**src/rtl/seq_det_pkg.sv**
```systemverilog
// Shared types and constants for the serial sequence detector.
package seq_det_pkg;
  localparam int MAX_LEN_DEF = 8;
  localparam int GAP_TIMEOUT = 16;

  typedef enum logic [1:0] {
    ST_IDLE = 2'd0,
    ST_RUN  = 2'd1,
    ST_DONE = 2'd2
  } state_e;
endpackage

```
**src/rtl/seq_det_matcher.sv**
```systemverilog
// History shift register, fill counter and length-masked pattern comparator.
// Optional idle-gap flush of the history when SEQ_DET_GAP_FLUSH_EN is defined.
module seq_det_matcher
  import seq_det_pkg::*;
#(
  parameter int MAX_LEN = MAX_LEN_DEF,
  parameter int LEN_W   = $clog2(MAX_LEN + 1)
) (
  input  logic               clk,
  input  logic               rst,
  input  logic               clr_i,
  input  logic               en_i,
  input  logic               din_valid_i,
  input  logic               din_i,
  input  logic [MAX_LEN-1:0] pattern_i,
  input  logic [LEN_W-1:0]   len_i,
  input  logic               overlap_i,
  output logic               match_o
);

  // Only MAX_LEN-1 past bits are ever compared; the newest bit is din itself.
  logic [MAX_LEN-2:0] hist_q, hist_d;
  logic [LEN_W-1:0]   fill_q, fill_d;
  logic [MAX_LEN-1:0] cand, mask;
  logic               gap_flush;

  always_comb begin
    cand = {hist_q, din_i};
    for (int i = 0; i < MAX_LEN; i++) mask[i] = (LEN_W'(i) < len_i);
  end

  assign match_o = en_i & din_valid_i & (fill_q >= (len_i - LEN_W'(1))) &
                   (((cand ^ pattern_i) & mask) == '0);

  always_comb begin
    hist_d = hist_q;
    fill_d = fill_q;
    if (clr_i) begin
      hist_d = '0;
      fill_d = '0;
    end else if (en_i && din_valid_i) begin
      hist_d = cand[MAX_LEN-2:0];
      if (match_o && !overlap_i)           fill_d = '0;
      else if (fill_q != LEN_W'(MAX_LEN))  fill_d = fill_q + LEN_W'(1);
    end else if (gap_flush) begin
      hist_d = '0;
      fill_d = '0;
    end
  end

  always_ff @(posedge clk) begin
    if (rst) begin
      hist_q <= '0;
      fill_q <= '0;
    end else begin
      hist_q <= hist_d;
      fill_q <= fill_d;
    end
  end

`ifdef SEQ_DET_GAP_FLUSH_EN
  localparam int GAP_W = $clog2(GAP_TIMEOUT);
  logic [GAP_W-1:0] gap_q;

  // Counts consecutive idle RUN cycles; the last one of the window flushes.
  assign gap_flush = en_i & ~din_valid_i & (gap_q == GAP_W'(GAP_TIMEOUT - 1));

  always_ff @(posedge clk) begin
    if (rst || clr_i || !en_i || din_valid_i || gap_flush) gap_q <= '0;
    else                                                   gap_q <= gap_q + GAP_W'(1);
  end
`else
  assign gap_flush = 1'b0;
`endif

endmodule

```
**src/rtl/seq_det_ctrl.sv**
```systemverilog
// Serial sequence detector: configuration registers, IDLE/RUN/DONE FSM and
// saturating match counter. SEQ_DET_GAP_FLUSH_EN enables idle-gap history flush.
module seq_det_ctrl
  import seq_det_pkg::*;
#(
  parameter  int MAX_LEN = MAX_LEN_DEF,
  parameter  int CNT_W   = 8,
  localparam int LEN_W   = $clog2(MAX_LEN + 1)
) (
  input  logic               clk,
  input  logic               rst,
  input  logic               cfg_wr,
  input  logic [MAX_LEN-1:0] cfg_pattern,
  input  logic [LEN_W-1:0]   cfg_len,
  input  logic               cfg_overlap,
  input  logic [CNT_W-1:0]   cfg_thresh,
  input  logic               start,
  input  logic               stop,
  input  logic               din_valid,
  input  logic               din,
  output logic               match,
  output logic [CNT_W-1:0]   match_cnt,
  output logic               thresh_hit,
  output logic               busy,
  output logic               cfg_err
);

  state_e             state_q, state_d;
  logic [MAX_LEN-1:0] pat_q;
  logic [LEN_W-1:0]   len_q;
  logic               ovl_q;
  logic [CNT_W-1:0]   thr_q;
  logic [CNT_W-1:0]   cnt_q, cnt_d, cnt_inc;
  logic               cfg_err_q, cfg_err_d;
  logic               cfg_ld, clr, m_match, len_ok;

  assign len_ok = (cfg_len >= LEN_W'(2)) && (cfg_len <= LEN_W'(MAX_LEN));

  always_comb begin
    state_d   = state_q;
    cnt_d     = cnt_q;
    clr       = 1'b0;
    cfg_ld    = 1'b0;
    cfg_err_d = 1'b0;
    cnt_inc   = (cnt_q == '1) ? cnt_q : cnt_q + CNT_W'(1);
    case (state_q)
      ST_IDLE: begin
        if (cfg_wr) begin
          if (len_ok) cfg_ld    = 1'b1;
          else        cfg_err_d = 1'b1;
        end
        if (start && !stop) begin
          state_d = ST_RUN;
          clr     = 1'b1;
        end
      end
      ST_RUN: begin
        if (m_match) cnt_d = cnt_inc;
        // stop outranks the threshold transition
        if (stop) state_d = ST_IDLE;
        else if (m_match && (thr_q != '0) && (cnt_inc == thr_q)) state_d = ST_DONE;
      end
      ST_DONE: begin
        if (stop) state_d = ST_IDLE;
        else if (start) begin
          state_d = ST_RUN;
          clr     = 1'b1;
        end
      end
      default: state_d = ST_IDLE;
    endcase
    if (clr) cnt_d = '0;
  end

  always_ff @(posedge clk) begin
    if (rst) begin
      state_q   <= ST_IDLE;
      cnt_q     <= '0;
      cfg_err_q <= 1'b0;
      pat_q     <= '0;
      len_q     <= LEN_W'(2);
      ovl_q     <= 1'b1;
      thr_q     <= '0;
    end else begin
      state_q   <= state_d;
      cnt_q     <= cnt_d;
      cfg_err_q <= cfg_err_d;
      if (cfg_ld) begin
        pat_q <= cfg_pattern;
        len_q <= cfg_len;
        ovl_q <= cfg_overlap;
        thr_q <= cfg_thresh;
      end
    end
  end

  seq_det_matcher #(.MAX_LEN(MAX_LEN), .LEN_W(LEN_W)) u_matcher (
    .clk        (clk),
    .rst        (rst),
    .clr_i      (clr),
    .en_i       (state_q == ST_RUN),
    .din_valid_i(din_valid),
    .din_i      (din),
    .pattern_i  (pat_q),
    .len_i      (len_q),
    .overlap_i  (ovl_q),
    .match_o    (m_match)
  );

  assign match      = m_match;
  assign match_cnt  = cnt_q;
  assign thresh_hit = (state_q == ST_DONE);
  assign busy       = (state_q != ST_IDLE);
  assign cfg_err    = cfg_err_q;

endmodule

```
**config.mk**
```make
export PLATFORM = sky130hd
export DESIGN_NAME = seq_det_ctrl
export DESIGN_NICKNAME = d
export VERILOG_FILES = /design/src/rtl/seq_det_pkg.sv /design/src/rtl/seq_det_matcher.sv /design/src/rtl/seq_det_ctrl.sv
export SDC_FILE = /design/constraint.sdc
export NUM_CORES = 1
export LEC_CHECK = 0
export ABC_CLOCK_PERIOD_IN_PS = 4000
export CORE_MARGIN = 2
export CORE_UTILIZATION = 40
export CTS_BUF_LIST = sky130_fd_sc_hd__clkbuf_4 sky130_fd_sc_hd__clkbuf_8
export DETAILED_ROUTE_END_ITERATION = 8
export PLACE_DENSITY_LB_ADDON = 0.3
export REMOVE_ABC_BUFFERS = 1
export SLEW_MARGIN = 20
export SYNTH_ARGS = -nofsm -noshare
export SYNTH_HDL_FRONTEND = slang
export SYNTH_HIERARCHICAL = 1
export SYNTH_SLANG_ARGS = --single-unit
```
**constraint.sdc**
```tcl
create_clock -name clk -period 4 [get_ports clk]
set_input_delay 0.4 -clock clk [delete_from_list [all_inputs] [get_ports clk]]
set_output_delay 0.4 -clock clk [all_outputs]
set_load 0.05 [all_outputs]
```
==> results_dict.tcl <==
set metrics [dict create \
    synth-main-ff-cell "dfxtp_1" \
    crit_arrival_ps 3160 \
    first_iter_violations 97 \
    start_util_pct 40.81 \
    coreArea_mm2 0.005816 \
    io_buffers 39 \
    die-area_mm2 0.006566 \
    endpoint_kind "primary output" \
    hold_violations 0 \
    synth-edff-count 0 \
    ctsHoldBuffers 0 \
    power.leakage_nw 1.204 \
    dpl.hpwl_um 3789 \
    drive_gt1_share_pct 6.329 \
    switching_share_pct 24.90 \
    peakVddDrop_uv 156.0 \
    drtAntennaViolNets 0 \
    finalSetupTns_ps 0 \
    crit_type "reg -> out" \
    drc 0 \
    crit_family "buffers and inverters" \
    crit_top_cell "ha_1" \
    finalSetupViolCount 0 \
    cts_setup_buffers 0 \
    synth_top_family_by_area "simple AND/OR/NAND/NOR gates" \
    syn_to_final_growth_pct 21.67 \
    totalWireLength_um 5193 \
    slew_headroom_pct 37.94 \
    p_clk_share_pct 32.8 \
    cts_tree "yes" \
    finalPower_mw 0.8465 \
    synthArstFlopShare_pct 0 \
    io_pins 40 \
    synth_simple_gate_area_share_pct 21.61 \
    routedWlPerCell_um 13.28 \
    synth_mux_area_share_pct 9.278 \
    synthAdderAreaFrac_pct 5.271 \
    fmax_mhz 280.9 \
    required_ps 3600 \
    drv_slew 0 \
    root_buffer "clkbuf_8" \
    ys_seq_area_share_pct 36.27 \
    startpoint_type "flop" \
    rsz0062_at_grt "no" \
    die_height_um 81.03 \
    critPathSlowestCell "clkdlybuf4s50_1" \
    synthesis.area_mm2 0.002374 \
    avgSynthCellArea_um2 8.447 \
    worstPathMaxFanout 5 \
    grt_pass1_wl_um 8694 \
    worst_slew_pin_slew_ps 928.0 \
    final_nets 354 \
    final_cell_mix "dfxtp_1 (43), clkdlybuf4s50_1 (39), nor2_1 (34)" \
    power_frac_comb_pct 13.7 \
    htreeDepth 2 \
    die_w_um 81.03 \
    vias 2049 \
    overflow 0 \
    first_pass_iters 4 \
    internal_power_mw 0.6357 \
    p_switching_mw 0.2107 \
    clockBufferDepth 2 \
    synth_compound_area_share_pct 15.08 \
    worst-path-buf-inv 3 \
    layout_min_cycle_time_ps 3561 \
    ys_seq_elements 43 \
    synth_warnings 6 \
    grt_pass1_vias 1866 \
    cts_buffers 5 \
    post_synth_inst_count 281 \
    worstHoldPathType "reg -> reg" \
    antenna_found_initial 0 \
    diodes 0 \
    clock_latency_ps 290 \
    max_stage_delay_ps 800 \
    cap_violations 0 \
    synthXorXnorAreaFrac_pct 7.380 \
    viasPerCell 5.240 \
    fin_crit_sh_pct 89.01 \
    cts_sinks 43 \
    path_clk_slew_ps 80 \
    grt_max_degree 26 \
    skew_ps 6.701 \
    ys_types 51 \
    power_density_mw_per_mm2 293.1 \
    rows 28 \
    power.share.sequential_pct 53.5 \
    grt_util_all_layers_pct 16.81 \
    path_cells "inv_1 > ha_1 > xnor2_1 > ha_1 > o21ai_0 > a21oi_1 > o211ai_1 > nor4b_1 > buf_4 > clkdlybuf4s50_1" \
    mostFrequentLayoutCell "dfxtp_1" \
    gp_congestion 0.8165 \
    ctsResizeCount 0 \
    status "finished, final reports clean" \
]
==> state kept, by name (all words and copies together), names as in the netlist <==
signal            flops
thr_q                 8
u_matcher/fill_q      4
match_cnt             8
len_q                 4
u_matcher/hist_q      7
pat_q                 8
state_q               2
cfg_err               1
ovl_q                 1
==> metal layers <==
metal	vias up	track usage, %	wire, µm
li1	1058	-	-
met2	52	24.88	2225
met1	930	24.31	2613
met3	9	3.222	267
met4	0	5.932	86
met5	-	0	0
==> power groups by stage <==
stage | combinational (mW) | clock, mW | sequential (mW)
global placement | 0.114 | 0 | 0.463
CTS | 0.117 | 0.287 | 0.453
floorplan | 0.0662 | 0 | 0.461
finish | 0.116 | 0.277 | 0.453
global route | 0.129 | 0.298 | 0.455
detailed placement | 0.115 | 0 | 0.463
==> cell type report <==
cell class / count / area, µm²
flip-flops and latches: 43 / 860.8
well taps: 75 / 93.84
clock buffers: 6 / 82.58
multi-input cells: 213 / 1391
repair buffers: 42 / 412.9
clock inverters: 1 / 5.005
inverters: 11 / 41.29
fillers: 580 / 2928
==> worst paths after layout <==
check | start | cells after the start | end | slack [ps]
setup / recovery | len_q[0]$_SDFFE_PP0P_ | 10 | match | 440
hold / removal | u_matcher/hist_q[6]$_SDFFE_PP0P_ | 2 | u_matcher/hist_q[6]$_SDFFE_PP0P_ | 470
setup reg to reg | len_q[0]$_SDFFE_PP0P_ | 13 | state_q[1]$_SDFFE_PP0P_ | 940
hold reg to reg | u_matcher/hist_q[6]$_SDFFE_PP0P_ | 2 | u_matcher/hist_q[6]$_SDFFE_PP0P_ | 470
==> kinds of logic (layout without fill, tap and decap cells) <==
group / count (synthesis) / after routing
AO/OA/AOI/OAI: 57 / 57
XOR/XNOR: 20 / 20
adder cells (fa/ha/maj): 10 / 10
buffers and inverters: 25 / 60
flip-flops: 43 / 43
multiplexers: 22 / 22
AND/OR/NAND/NOR: 104 / 104
==> synth_stat cells (2+ instances only) <==
| cell | count | area [µm²] |
|---|---|---|
| dfxtp_1 | 43 | 860.8 |
| nor2_1 | 34 | 127.6 |
| nand2_1 | 23 | 86.33 |
| mux2i_1 | 22 | 220.2 |
| a21oi_1 | 19 | 95.09 |
| nand3_1 | 13 | 65.06 |
| o21ai_0 | 12 | 60.06 |
| xnor2_1 | 12 | 105.1 |
| inv_1 | 11 | 41.29 |
| ha_1 | 10 | 125.1 |
| xor2_1 | 8 | 70.07 |
| a31oi_1 | 7 | 43.79 |
| clkbuf_1 | 6 | 22.52 |
| nor3_1 | 6 | 30.03 |
| and3_1 | 4 | 25.02 |
| nor2b_1 | 4 | 25.02 |
| a211o_1 | 3 | 26.28 |
| buf_2 | 3 | 15.01 |
| buf_6 | 3 | 33.78 |
| o22ai_1 | 3 | 18.77 |
| or3_1 | 3 | 18.77 |
| and2_1 | 2 | 12.51 |
| or2_2 | 2 | 12.51 |
==> metrics by stage <==
step	std cells	worst slack (ps)	utilization [%]	hold WS [ps]	cell area, µm²
after floorplan	267	-455.9	-	436.8	2293
after global placement	384	738.2	48.15	457.5	2800
after detailed placement	384	678.3	48.15	462.1	2800
after CTS	391	386.1	49.66	473.0	2888
after global routing	391	209.4	49.66	494.9	2888
final	391	439.5	49.66	470.9	2888
==> tightest hold or removal path, delay by kind of cell (launching register included) <==
family | cells | cell delay (ps)
and+or+nand+nor | 1 | 50
AOI/OAI and AO/OA | 1 | 50
DFF | 1 | 320
Power figures use the tool's default switching activity.
